--- src/rtl/pc_redirect_ctrl.sv ---
// Fetch-stage next-PC controller: owns the PC, arbitrates jump/JR/branch redirects,
// holds a redirect that arrives under stall, and drives the IF/ID flushes.
module pc_redirect_ctrl #(
   parameter logic [31:0] RESET_PC = 32'h0000_0000
) (
   input  logic        clk,
   input  logic        rst_n,
   input  logic        stall,
   input  logic        jump_valid,
   input  logic [25:0] jump_index,
   input  logic [31:0] id_pc_plus4,
   input  logic        jr_valid,
   input  logic [31:0] jr_target,
   input  logic        branch_valid,
   input  logic [31:0] branch_target,
   output logic [31:0] pc,
   output logic [31:0] pc_plus4,
   output logic        flush_if,
   output logic        flush_id,
   output logic        redirect_pending,
   output logic        align_err
);

   typedef enum logic {StRun, StPend} state_e;

   state_e      state_q, state_d;
   logic [31:0] pc_q, pc_d;
   logic [31:0] pend_tgt_q, pend_tgt_d;
   logic        pend_br_q, pend_br_d;
   logic        align_q, align_d;

   logic [31:0] jump_tgt;
   logic [31:0] live_tgt;
   logic        live_valid;

   always_comb begin
      jump_tgt   = {id_pc_plus4[31:28], jump_index, 2'b00};
      live_valid = branch_valid | jr_valid | jump_valid;
      // Branch is the older instruction, so it wins over anything in ID.
      if (branch_valid) begin
         live_tgt = branch_target;
      end else if (jr_valid) begin
         live_tgt = jr_target;
      end else begin
         live_tgt = jump_tgt;
      end
   end

   always_comb begin
      state_d    = state_q;
      pc_d       = pc_q;
      pend_tgt_d = pend_tgt_q;
      pend_br_d  = pend_br_q;
      align_d    = align_q;
      flush_if   = 1'b0;
      flush_id   = 1'b0;

      unique case (state_q)
         StRun: begin
            if (live_valid) begin
               align_d = align_q | (live_tgt[1:0] != 2'b00);
               if (stall) begin
                  state_d    = StPend;
                  pend_tgt_d = {live_tgt[31:2], 2'b00};
                  pend_br_d  = branch_valid;
               end else begin
                  pc_d     = {live_tgt[31:2], 2'b00};
                  flush_if = 1'b1;
                  flush_id = branch_valid;
               end
            end else if (!stall) begin
               pc_d = pc_q + 32'd4;
            end
         end
         StPend: begin
            if (stall) begin
               // Younger jump/JR never displaces a held redirect; a branch always does.
               if (branch_valid) begin
                  align_d    = align_q | (branch_target[1:0] != 2'b00);
                  pend_tgt_d = {branch_target[31:2], 2'b00};
                  pend_br_d  = 1'b1;
               end
            end else begin
               state_d  = StRun;
               flush_if = 1'b1;
               if (branch_valid) begin
                  align_d  = align_q | (branch_target[1:0] != 2'b00);
                  pc_d     = {branch_target[31:2], 2'b00};
                  flush_id = 1'b1;
               end else begin
                  pc_d     = pend_tgt_q;
                  flush_id = pend_br_q;
               end
            end
         end
         default: state_d = StRun;
      endcase
   end

   always_ff @(posedge clk or negedge rst_n) begin
      if (!rst_n) begin
         state_q    <= StRun;
         pc_q       <= RESET_PC;
         pend_tgt_q <= 32'h0;
         pend_br_q  <= 1'b0;
         align_q    <= 1'b0;
      end else begin
         state_q    <= state_d;
         pc_q       <= pc_d;
         pend_tgt_q <= pend_tgt_d;
         pend_br_q  <= pend_br_d;
         align_q    <= align_d;
      end
   end

   assign pc               = pc_q;
   assign pc_plus4         = pc_q + 32'd4;
   assign redirect_pending = (state_q == StPend);
   assign align_err        = align_q;

endmodule

--- config.mk ---
export PLATFORM = sky130hd
export DESIGN_NAME = pc_redirect_ctrl
export DESIGN_NICKNAME = d
export VERILOG_FILES = /design/src/rtl/pc_redirect_ctrl.sv
export SDC_FILE = /design/constraint.sdc
export NUM_CORES = 1
export LEC_CHECK = 0
export ABC_AREA = 0
export CORE_ASPECT_RATIO = 1.2
export CORE_MARGIN = 2
export CORE_UTILIZATION = 41
export CTS_BUF_LIST = sky130_fd_sc_hd__clkbuf_8
export DETAILED_ROUTE_END_ITERATION = 8
export PLACE_DENSITY = 0.79
export SYNTH_ARGS = -nofsm -noshare
export SYNTH_HDL_FRONTEND = slang
export SYNTH_SLANG_ARGS = --single-unit
--- constraint.sdc ---
create_clock -name clk -period 2.1 [get_ports clk]
set_clock_uncertainty 0.1 [all_clocks]
set_input_delay 0.42 -clock clk [delete_from_list [all_inputs] [get_ports clk]]
set_output_delay 0.42 -clock clk [all_outputs]
set_load 0.05 [all_outputs]
* Word level (Yosys, flattened, before mapping) *
Cells that the tools add are included.
Widths: inputs -> output; s select.

storage, ports and cells
  output and inout bits = 68
  register bits = 67
  logic and storage cells = 52
  input bits = 128

operators by class
  $add $sub $neg = 1
  bitwise operators = 5
  equal/unequal tests = 6
  multiplexer cells = 30
  reductions and logical operators = 5

operator list
  operator               number
  $mux 32                10
  $pmux 32 s2            2
  $add 32x3->32 const B  1
  $mux 1                 13
  $ne 2x2->1 const B     6
  $pmux 1 s2             5
  $or 1x1->1             4
  $reduce_and 2->1       2
  $reduce_bool 2->1      2
  $reduce_and 3->1       1
  $not 1->1              1

* Logic depth before layout (Yosys ltp) *
Gate-level depths: netlist of run 1.

  depth after elaboration = 6
  mapped depth = 8
  gate-level depth less buffers = 6

* Worst setup path after synthesis of run 1 *
No wires, ideal clock.

  path type = register -> output
  start = register pc_q[3], in the netlist pc[3]
  end = output pc_plus4[26]
  path buffers = 1
  arrival = 2.622 ns
  slack = -1.042 ns
  cell stages (with the launch flop) = 7
  data required time = 1.580 ns
  path through = dfrtp_1 -> ha_1 -> nand3_1 -> nor3_2 -> buf_2 -> nand3_1 -> xnor2_1

between the ends
  longest elaborated chain between the ends = 1

ends and longest elaborated chain
  element                 RTL line  text
  from (decl)             27        logic [31:0] pc_q, pc_d;
  from (signal assigned)  109       pc_q <= pc_d;
  $add 32x3->32           117       assign pc_plus4 = pc_q + 32'd4;
  to (decl)               17        output logic [31:0] pc_plus4,

Every way passes these cells.

* Worst setup path in the final report of run 1 *
  start = register pc_q[14], in the netlist pc[14]
  end = output pc_plus4[29]

The elaborated chain is that of the path after synthesis.

==> results of run 1 <==
critical path: cells and delay by family, from the launching register on:
kind | cells | cell delay [ps]
buffers and inverters | 3 | 490
XOR/XNOR | 1 | 250
flip-flops | 1 | 410
AND/OR/NAND/NOR | 3 | 600
sequential cells by signal, summed over array words and instances (netlist names):
signal,cells
pc,32
pend_tgt_q,32
align_err,1
pend_br_q,1
redirect_pending,1
power breakdown:
| part | internal, mW | switching [mW] |
|---|---|---|
| sequential | 1.48 | 0.162 |
| combinational | 1.34 | 1.63 |
| clock | 0.549 | 0.533 |
layout make-up:
cell class | count | area [µm²] | area share (%)
clock buffers | 13 | 179 | 1.93
clock inverters | 3 | 12.5 | 0.135
inverters | 25 | 93.8 | 1.01
multi-input cells | 474 | 3820 | 41.3
flip-flops and latches | 67 | 1710 | 18.5
well taps | 161 | 201 | 2.18
repair buffers | 317 | 3230 | 34.9
placed cells by master (no fill, tap or decap), types with 4 or more instances in the layout:
cell type and instances:
sky130_fd_sc_hd__buf_2 4, sky130_fd_sc_hd__clkbuf_8 13, sky130_fd_sc_hd__o31a_1 10, sky130_fd_sc_hd__nor2_1 28
sky130_fd_sc_hd__o22ai_1 23, sky130_fd_sc_hd__nand2b_1 5, sky130_fd_sc_hd__dfrtp_1 40, sky130_fd_sc_hd__a32oi_1 4
sky130_fd_sc_hd__inv_1 26, sky130_fd_sc_hd__nor3_4 6, sky130_fd_sc_hd__o21ai_0 67, sky130_fd_sc_hd__a221oi_1 6
sky130_fd_sc_hd__a222oi_1 6, sky130_fd_sc_hd__nand2_1 66, sky130_fd_sc_hd__buf_4 147, sky130_fd_sc_hd__xnor2_4 19
sky130_fd_sc_hd__nor3_1 6, sky130_fd_sc_hd__nand3_4 9, sky130_fd_sc_hd__a22oi_1 7, sky130_fd_sc_hd__mux2i_1 29
sky130_fd_sc_hd__nand3_1 16, sky130_fd_sc_hd__dlygate4sd2_1 5, sky130_fd_sc_hd__nand4_1 6, sky130_fd_sc_hd__a31oi_1 6
sky130_fd_sc_hd__mux2_2 22, sky130_fd_sc_hd__nor2_4 4, sky130_fd_sc_hd__buf_12 39, sky130_fd_sc_hd__a21oi_1 54
sky130_fd_sc_hd__buf_6 25, sky130_fd_sc_hd__clkdlybuf4s50_1 95, sky130_fd_sc_hd__dfrtp_2 27, sky130_fd_sc_hd__xor2_4 7
timing repair:
| item | in CTS | in global routing |
|---|---|---|
| setup buffers | 21 | 16 |
| cloned | 1 | 0 |
| endpoints found under the setup margin | 40 | 39 |
| resized for setup | 51 | 42 |
| hold endpoints to repair | 0 | 0 |
| pin swaps | 30 | 32 |
worst paths after layout:
check	from	endpoint	depth (start not counted)
min in group clk	align_err	align_err	1
hold / removal	rst_n	pend_tgt_q[9]	1
setup reg to reg	pc[3]	pc[21]	10
max in group asynchronous	rst_n	pc[14]	2
hold reg to reg	align_err	align_err	1
setup / recovery	pc[14]	pc_plus4[29]	7
through the flow:
step	total power [mW]	cell area, µm²
final	5.70	9250
after global routing	5.91	9250
after CTS	5.57	8970
after detailed placement	4.43	8330
after global placement	4.35	8330
after floorplan	3.17	5530
layer usage:
| layer | global-route usage (%) | vias up | wire [µm] |
|---|---|---|---|
| met3 | 4.22 | 104 | 1450 |
| met1 | 34.5 | 3082 | 7430 |
| met2 | 53.1 | 405 | 11100 |
| met5 | 0 | - | 0 |
| met4 | 19.1 | 0 | 1200 |
| li1 | - | 2812 | - |
cell families (layout without fill, tap and decap cells):
family | Yosys count | count (layout) | synth area share, %
buffers and inverters | 77 | 358 | 6.39
multiplexers | 51 | 51 | 10.7
AND/OR/NAND/NOR | 177 | 177 | 17.4
adder cells (fa/ha/maj) | 1 | 1 | 0.250
XOR/XNOR | 28 | 28 | 4.90
AO/OA/AOI/OAI | 217 | 217 | 26.9
flip-flops | 67 | 67 | 33.5
==> report_table.html, run 1 <==
<table>
<tr><th>Metric</th><th>Value</th></tr>
<tr><th colspan="2">Status</th></tr>
<tr><td>Outcome</td><td>complete, but fails checks</td></tr>
<tr><td>Failing checks</td><td>hold timing, setup timing</td></tr>
<tr><th colspan="2">Layout</th></tr>
<tr><td>Share of final-layout standard cells stronger than drive strength 1</td><td>39.0%</td></tr>
<tr><td>Net total in the final layout</td><td>1023</td></tr>
<tr><td>Number of inserted diodes</td><td>0</td></tr>
<tr><td>Count of filler cells inserted in the layout</td><td>764</td></tr>
<tr><td>Post-Layout Cell Count</td><td>1060</td></tr>
<tr><td>Synth-to-layout area growth</td><td>84.6%</td></tr>
<tr><td>Final core utilization</td><td>77.1%</td></tr>
<tr><th colspan="2">Route</th></tr>
<tr><td>Ratio of routed vias to standard cells</td><td>6.04</td></tr>
<tr><td>Wire length after detailed routing</td><td>21.1 mm</td></tr>
<tr><td>Routed vias</td><td>6403</td></tr>
<tr><td>Per-cell routed wire length</td><td>19.9 µm</td></tr>
<tr><td>Number of DRC violations after detailed routing</td><td>0</td></tr>
<tr><td>Detail Route Antenna Nets</td><td>0</td></tr>
<tr><td>First-pass iteration count of the detailed router</td><td>8</td></tr>
<tr><td>First-iteration detailed-routing DRC count</td><td>497</td></tr>
<tr><th colspan="2">STA</th></tr>
<tr><td>Rel. slew slack</td><td>54.4%</td></tr>
<tr><td>Worst hold-check slack</td><td>-5.07 ps</td></tr>
<tr><td>Total Negative Setup Slacks</td><td>-9960 ps</td></tr>
<tr><td>Final hold violation count</td><td>1</td></tr>
<tr><td>Number of setup violations in the final report</td><td>33</td></tr>
<tr><td>Crit path setup slack, layout</td><td>-500 ps</td></tr>
<tr><td>Setup repair after global routing missed its margin</td><td>yes</td></tr>
<tr><td>Actual transition at the worst max-transition pin</td><td>684 ps</td></tr>
<tr><td>Post-layout minimum cycle time</td><td>2600 ps</td></tr>
<tr><td>Max-slew violations</td><td>0</td></tr>
<tr><td>Tcrit/Tclk final</td><td>124%</td></tr>
<tr><td>Maximum clock rate</td><td>385 MHz</td></tr>
<tr><th colspan="2">Place</th></tr>
<tr><td>Placed Instances</td><td>1012</td></tr>
<tr><td>Buffers on Ports</td><td>167</td></tr>
<tr><td>Placement Setup Slack</td><td>-373 ps</td></tr>
<tr><td>HPWL after detailed placement</td><td>14.1 mm</td></tr>
<tr><td>Final RePlAce weighted congestion</td><td>0.920</td></tr>
<tr><th colspan="2">Clock network</th></tr>
<tr><td>Number of sinks on the clock net</td><td>67</td></tr>
<tr><td>Clk root buf</td><td>sky130_fd_sc_hd__clkbuf_8</td></tr>
<tr><td>Inserted Clock Buffers</td><td>9</td></tr>
<tr><td>TritonCTS clock tree</td><td>done</td></tr>
<tr><td>CTS Hold Buffers Added</td><td>0</td></tr>
<tr><td>Source-to-sink clock delay at the later pin of the worst-skew pair</td><td>360 ps</td></tr>
<tr><td>Largest buffer count on any clock path</td><td>2</td></tr>
<tr><td>Clock slew at reported path FFs</td><td>80 ps</td></tr>
<tr><td>H-tree Lvls</td><td>3</td></tr>
<tr><th colspan="2">Worst setup path</th></tr>
<tr><td>Top fanout value on the critical path</td><td>6</td></tr>
<tr><td>Critical Setup Path Class</td><td>register to output port</td></tr>
<tr><td>Cell at the slowest stage of the critical path</td><td>sky130_fd_sc_hd__dfrtp_2</td></tr>
<tr><td>Sequence of cells on the critical path</td><td>nand4_4, buf_6, nor3_2, buf_6, nand4_1, xnor2_4, buf_12</td></tr>
<tr><td>Crit-path most repeated cell</td><td>sky130_fd_sc_hd__buf_6</td></tr>
<tr><td>Worst R2R Setup Slack</td><td>-200 ps</td></tr>
<tr><td>Crit path DAT</td><td>2080 ps</td></tr>
<tr><td>Required @ worst endpoint</td><td>1580 ps</td></tr>
<tr><td>Slowest Stage Delay on Critical Path</td><td>410 ps</td></tr>
<tr><td>Critical path capture point type</td><td>output port</td></tr>
<tr><td>Nature of the critical path startpoint</td><td>register</td></tr>
<tr><th colspan="2">Yosys</th></tr>
<tr><td>Most used standard cell by instance count after synthesis</td><td>sky130_fd_sc_hd__o21ai_0</td></tr>
<tr><td>Largest area contributor in the netlist</td><td>sky130_fd_sc_hd__dfrtp_1</td></tr>
<tr><td>Yosys cell types</td><td>56</td></tr>
<tr><td>Async set-reset flop share out of synthesis</td><td>100%</td></tr>
<tr><td>Most instantiated cells after synthesis</td><td>sky130_fd_sc_hd__o21ai_0, sky130_fd_sc_hd__nand2_1, sky130_fd_sc_hd__dfrtp_1, sky130_fd_sc_hd__a21oi_1, sky130_fd_sc_hd__nor2_1</td></tr>
<tr><td>Most used DFF post-synth</td><td>sky130_fd_sc_hd__dfrtp_1</td></tr>
<tr><td>Yosys warning count</td><td>0</td></tr>
<tr><td>Mapped Avg Cell Area</td><td>8.11 µm²</td></tr>
<tr><td>Area contributors post-synth</td><td>sky130_fd_sc_hd__dfrtp_1, sky130_fd_sc_hd__o21ai_0, sky130_fd_sc_hd__mux2i_1, sky130_fd_sc_hd__a21oi_1, sky130_fd_sc_hd__nand2_1</td></tr>
<tr><td>Number of cells produced by synthesis</td><td>618</td></tr>
<tr><td>EDFF count, synth</td><td>0</td></tr>
<tr><td>Proportion of netlist area held by the largest area contributor</td><td>33.5%</td></tr>
<tr><td>Number of register bits inferred by synthesis</td><td>67</td></tr>
<tr><td>Synthesized net count</td><td>747</td></tr>
<tr><td>Sequential share of the synthesized area</td><td>33.5%</td></tr>
<tr><td>Total standard cell area after synthesis</td><td>5010 µm²</td></tr>
<tr><th colspan="2">Global route</th></tr>
<tr><td>All-Layer GR Usage</td><td>30.3%</td></tr>
<tr><td>Number of global-route vias before repair</td><td>6523</td></tr>
<tr><td>Maximum number of pins on one net before global-route repair</td><td>38</td></tr>
<tr><td>Remaining global-route overflow</td><td>0</td></tr>
<tr><td>Antenna violations before repair</td><td>0</td></tr>
<tr><td>Wire length of the first global-routing pass</td><td>32.2 mm</td></tr>
<tr><th colspan="2">Die</th></tr>
<tr><td>Die outline height</td><td>125 µm</td></tr>
<tr><td># IOs</td><td>196</td></tr>
<tr><td>Core outline area</td><td>12000 µm²</td></tr>
<tr><td>Die footprint</td><td>13100 µm²</td></tr>
<tr><td>Horizontal extent of the die</td><td>105 µm</td></tr>
<tr><td>Number of rows created at floorplan</td><td>44</td></tr>
<tr><td>Effective utilization at floorplan</td><td>41.7%</td></tr>
<tr><th colspan="2">Power</th></tr>
<tr><td>Highest ir drop seen on vdd</td><td>0.382 mV</td></tr>
<tr><td>P_leak</td><td>4.03 nW</td></tr>
<tr><td>Power density over the cells</td><td>616 nW/µm²</td></tr>
<tr><th colspan="2">Flow run</th></tr>
<tr><td># Max-Cap Violations</td><td>0</td></tr>
<tr><th colspan="2">Worst hold path</th></tr>
<tr><td>Path category of the worst min-delay check</td><td>input pin to async pin</td></tr>
</table>
(Power assumes the default switching activity.)
==> run 2, diff against run 1 <==
--- a/config.mk
+++ b/config.mk
@@ -12,6 +12,7 @@
 export CTS_BUF_LIST = sky130_fd_sc_hd__clkbuf_8
 export DETAILED_ROUTE_END_ITERATION = 8
 export PLACE_DENSITY = 0.79
+export SLEW_MARGIN = 15
 export SYNTH_ARGS = -nofsm -noshare
 export SYNTH_HDL_FRONTEND = slang
 export SYNTH_SLANG_ARGS = --single-unit
==> results of run 2 <==
No change in the layout: final DEF, timing and power equal those of run 1.
==> variant, RTL diff (flow settings as in run 1) <==
Put a register stage on the output `redirect_pending`, cleared by the reset. The value now appears one clock later. The other outputs are not delayed to match.
--- a/src/rtl/pc_redirect_ctrl.sv
+++ b/src/rtl/pc_redirect_ctrl.sv
@@ -116,5 +116,11 @@
    assign pc               = pc_q;
    assign pc_plus4         = pc_q + 32'd4;
-   assign redirect_pending = (state_q == StPend);
+   always_ff @(posedge clk or negedge rst_n) begin
+      if (!rst_n) begin
+         redirect_pending <= '0;
+      end else begin
+         redirect_pending <= (state_q == StPend);
+      end
+   end
    assign align_err        = align_q;
 
Formal check against the unedited RTL: not equivalent (Yosys sat finds a counterexample within 4 cycles, from zero or initial values and one cycle with rst_n low).
==> variant against run 1 <==
  * The run ends with setup timing left
  * Worst setup slack got worse by 30 ps
  * Area after synthesis barely moved
  * Total power fell by 3.6%
  * Wire length fell by 2.5%
  * Clock power fell by 14%
  * Die area barely moved
  * First-iteration DRC count rose by 11%
  * Utilization fell by 0.56 points
  * Cell area fell by 0.73%
  * Sequential cell count rose by 1
  * Synthesized cell count fell by 0.32%
  * Largest cell class unchanged
==> variant: results <==
export IMPL_synth_cells=616
export IMPL_routabilityCongestion=0.909
export IMPL_setup_violations=34
export IMPL_cts_resized=52
export IMPL_fin_nets=1028
export IMPL_drt_initial_drc_count=554
export IMPL_violations="setup timing"
export IMPL_routedWlPerCell_um=19.4
export IMPL_crit_path_top_delay_cell="or3_4"
export IMPL_rr_startpoint="pc[5]$_DFFE_PN0P_"
export IMPL_status="complete, but fails checks"
export IMPL_cp_arrival_ps=2110
export IMPL_worst_path_max_fanout=3
export IMPL_grt_max_degree=33
export IMPL_grt_pass1_vias=6345
export IMPL_ir_drop_v=0.000502
export IMPL_drive_gt1_share_pct=39.8
export IMPL_avgViaCountPerCell=6.00
export IMPL_leakage_nw=4.02
export IMPL_ys_seq_area_share_pct=34.0
export IMPL_synthTopCellsByArea="dfrtp_1 34%, o21ai_0 6.9%, mux2i_1 5.8%, a21oi_1 5.5%, nand2_1 5.2%"
export IMPL_track_usage_pct=29.8
export IMPL_cts_setup_buffers=18
export IMPL_nFillCells=779
export IMPL_cp_endpoint="pc_plus4[23]"
export IMPL_worst_hold_path_type="register to register"
export IMPL_dpl_cell_area_um2=8320
export IMPL_layout_setup_ws_ps=-530
export IMPL_syn_nets=745
export IMPL_holdBufCountCts=1
variant: logic make-up after synthesis:
group | Yosys count | share of synthesized area (%)
adder cells (fa/ha/maj) | 1 | 0.250
buffers and inverters | 74 | 6.04
AO/OA/AOI/OAI | 215 | 26.7
multiplexers | 52 | 11.0
XOR/XNOR | 28 | 4.89
AND/OR/NAND/NOR | 178 | 17.2
flip-flops | 68 | 34.0
variant: per-layer routing:
metal  global-route usage [%]  up-vias  share of wire, %
met2                     52.2      391                52
met1                     35.1     3088                36
met5                        0        -                 0
li1                         -     2823                 -
met4                     15.7        0               4.7
met3                     4.48       87               7.6
variant: worst register-to-register path: stages (launching register included):
cell and delay, ps:
dfrtp_2 400, nand4_4 120, or3_4 420, nor4_4 250
buf_4 180, buf_4 110, buf_4 100, buf_6 80
buf_4 90, mux2i_1 60, a211o_1 220
variant: report_power, final:
group | switching [mW] | internal (mW) | leakage [nW]
clock | 0.525 | 0.406 | 0.0977
combinational | 1.60 | 1.30 | 3.14
sequential | 0.154 | 1.51 | 0.783
variant: through the flow:
step	power, mW	setup WS (ps)	hold slack (ps)	setup TNS, ps
detailed placement	4.42	-288	334	-13500
global placement	4.34	-250	321	-11120
finish	5.50	-530	380	-10810
global route	5.70	-579	393	-12910
floorplan	3.18	-425	24.4	-7510
CTS	5.39	-504	358	-9330
variant: cell type report:
cell class / instances / area, µm² / area share (%)
clock inverters: 7 / 30.0 / 0.327
repair buffers: 322 / 3190 / 34.8
multi-input cells: 474 / 3800 / 41.3
inverters: 24 / 90.1 / 0.981
clock buffers: 9 / 124 / 1.35
flip-flops and latches: 68 / 1750 / 19.0
well taps: 161 / 201 / 2.19
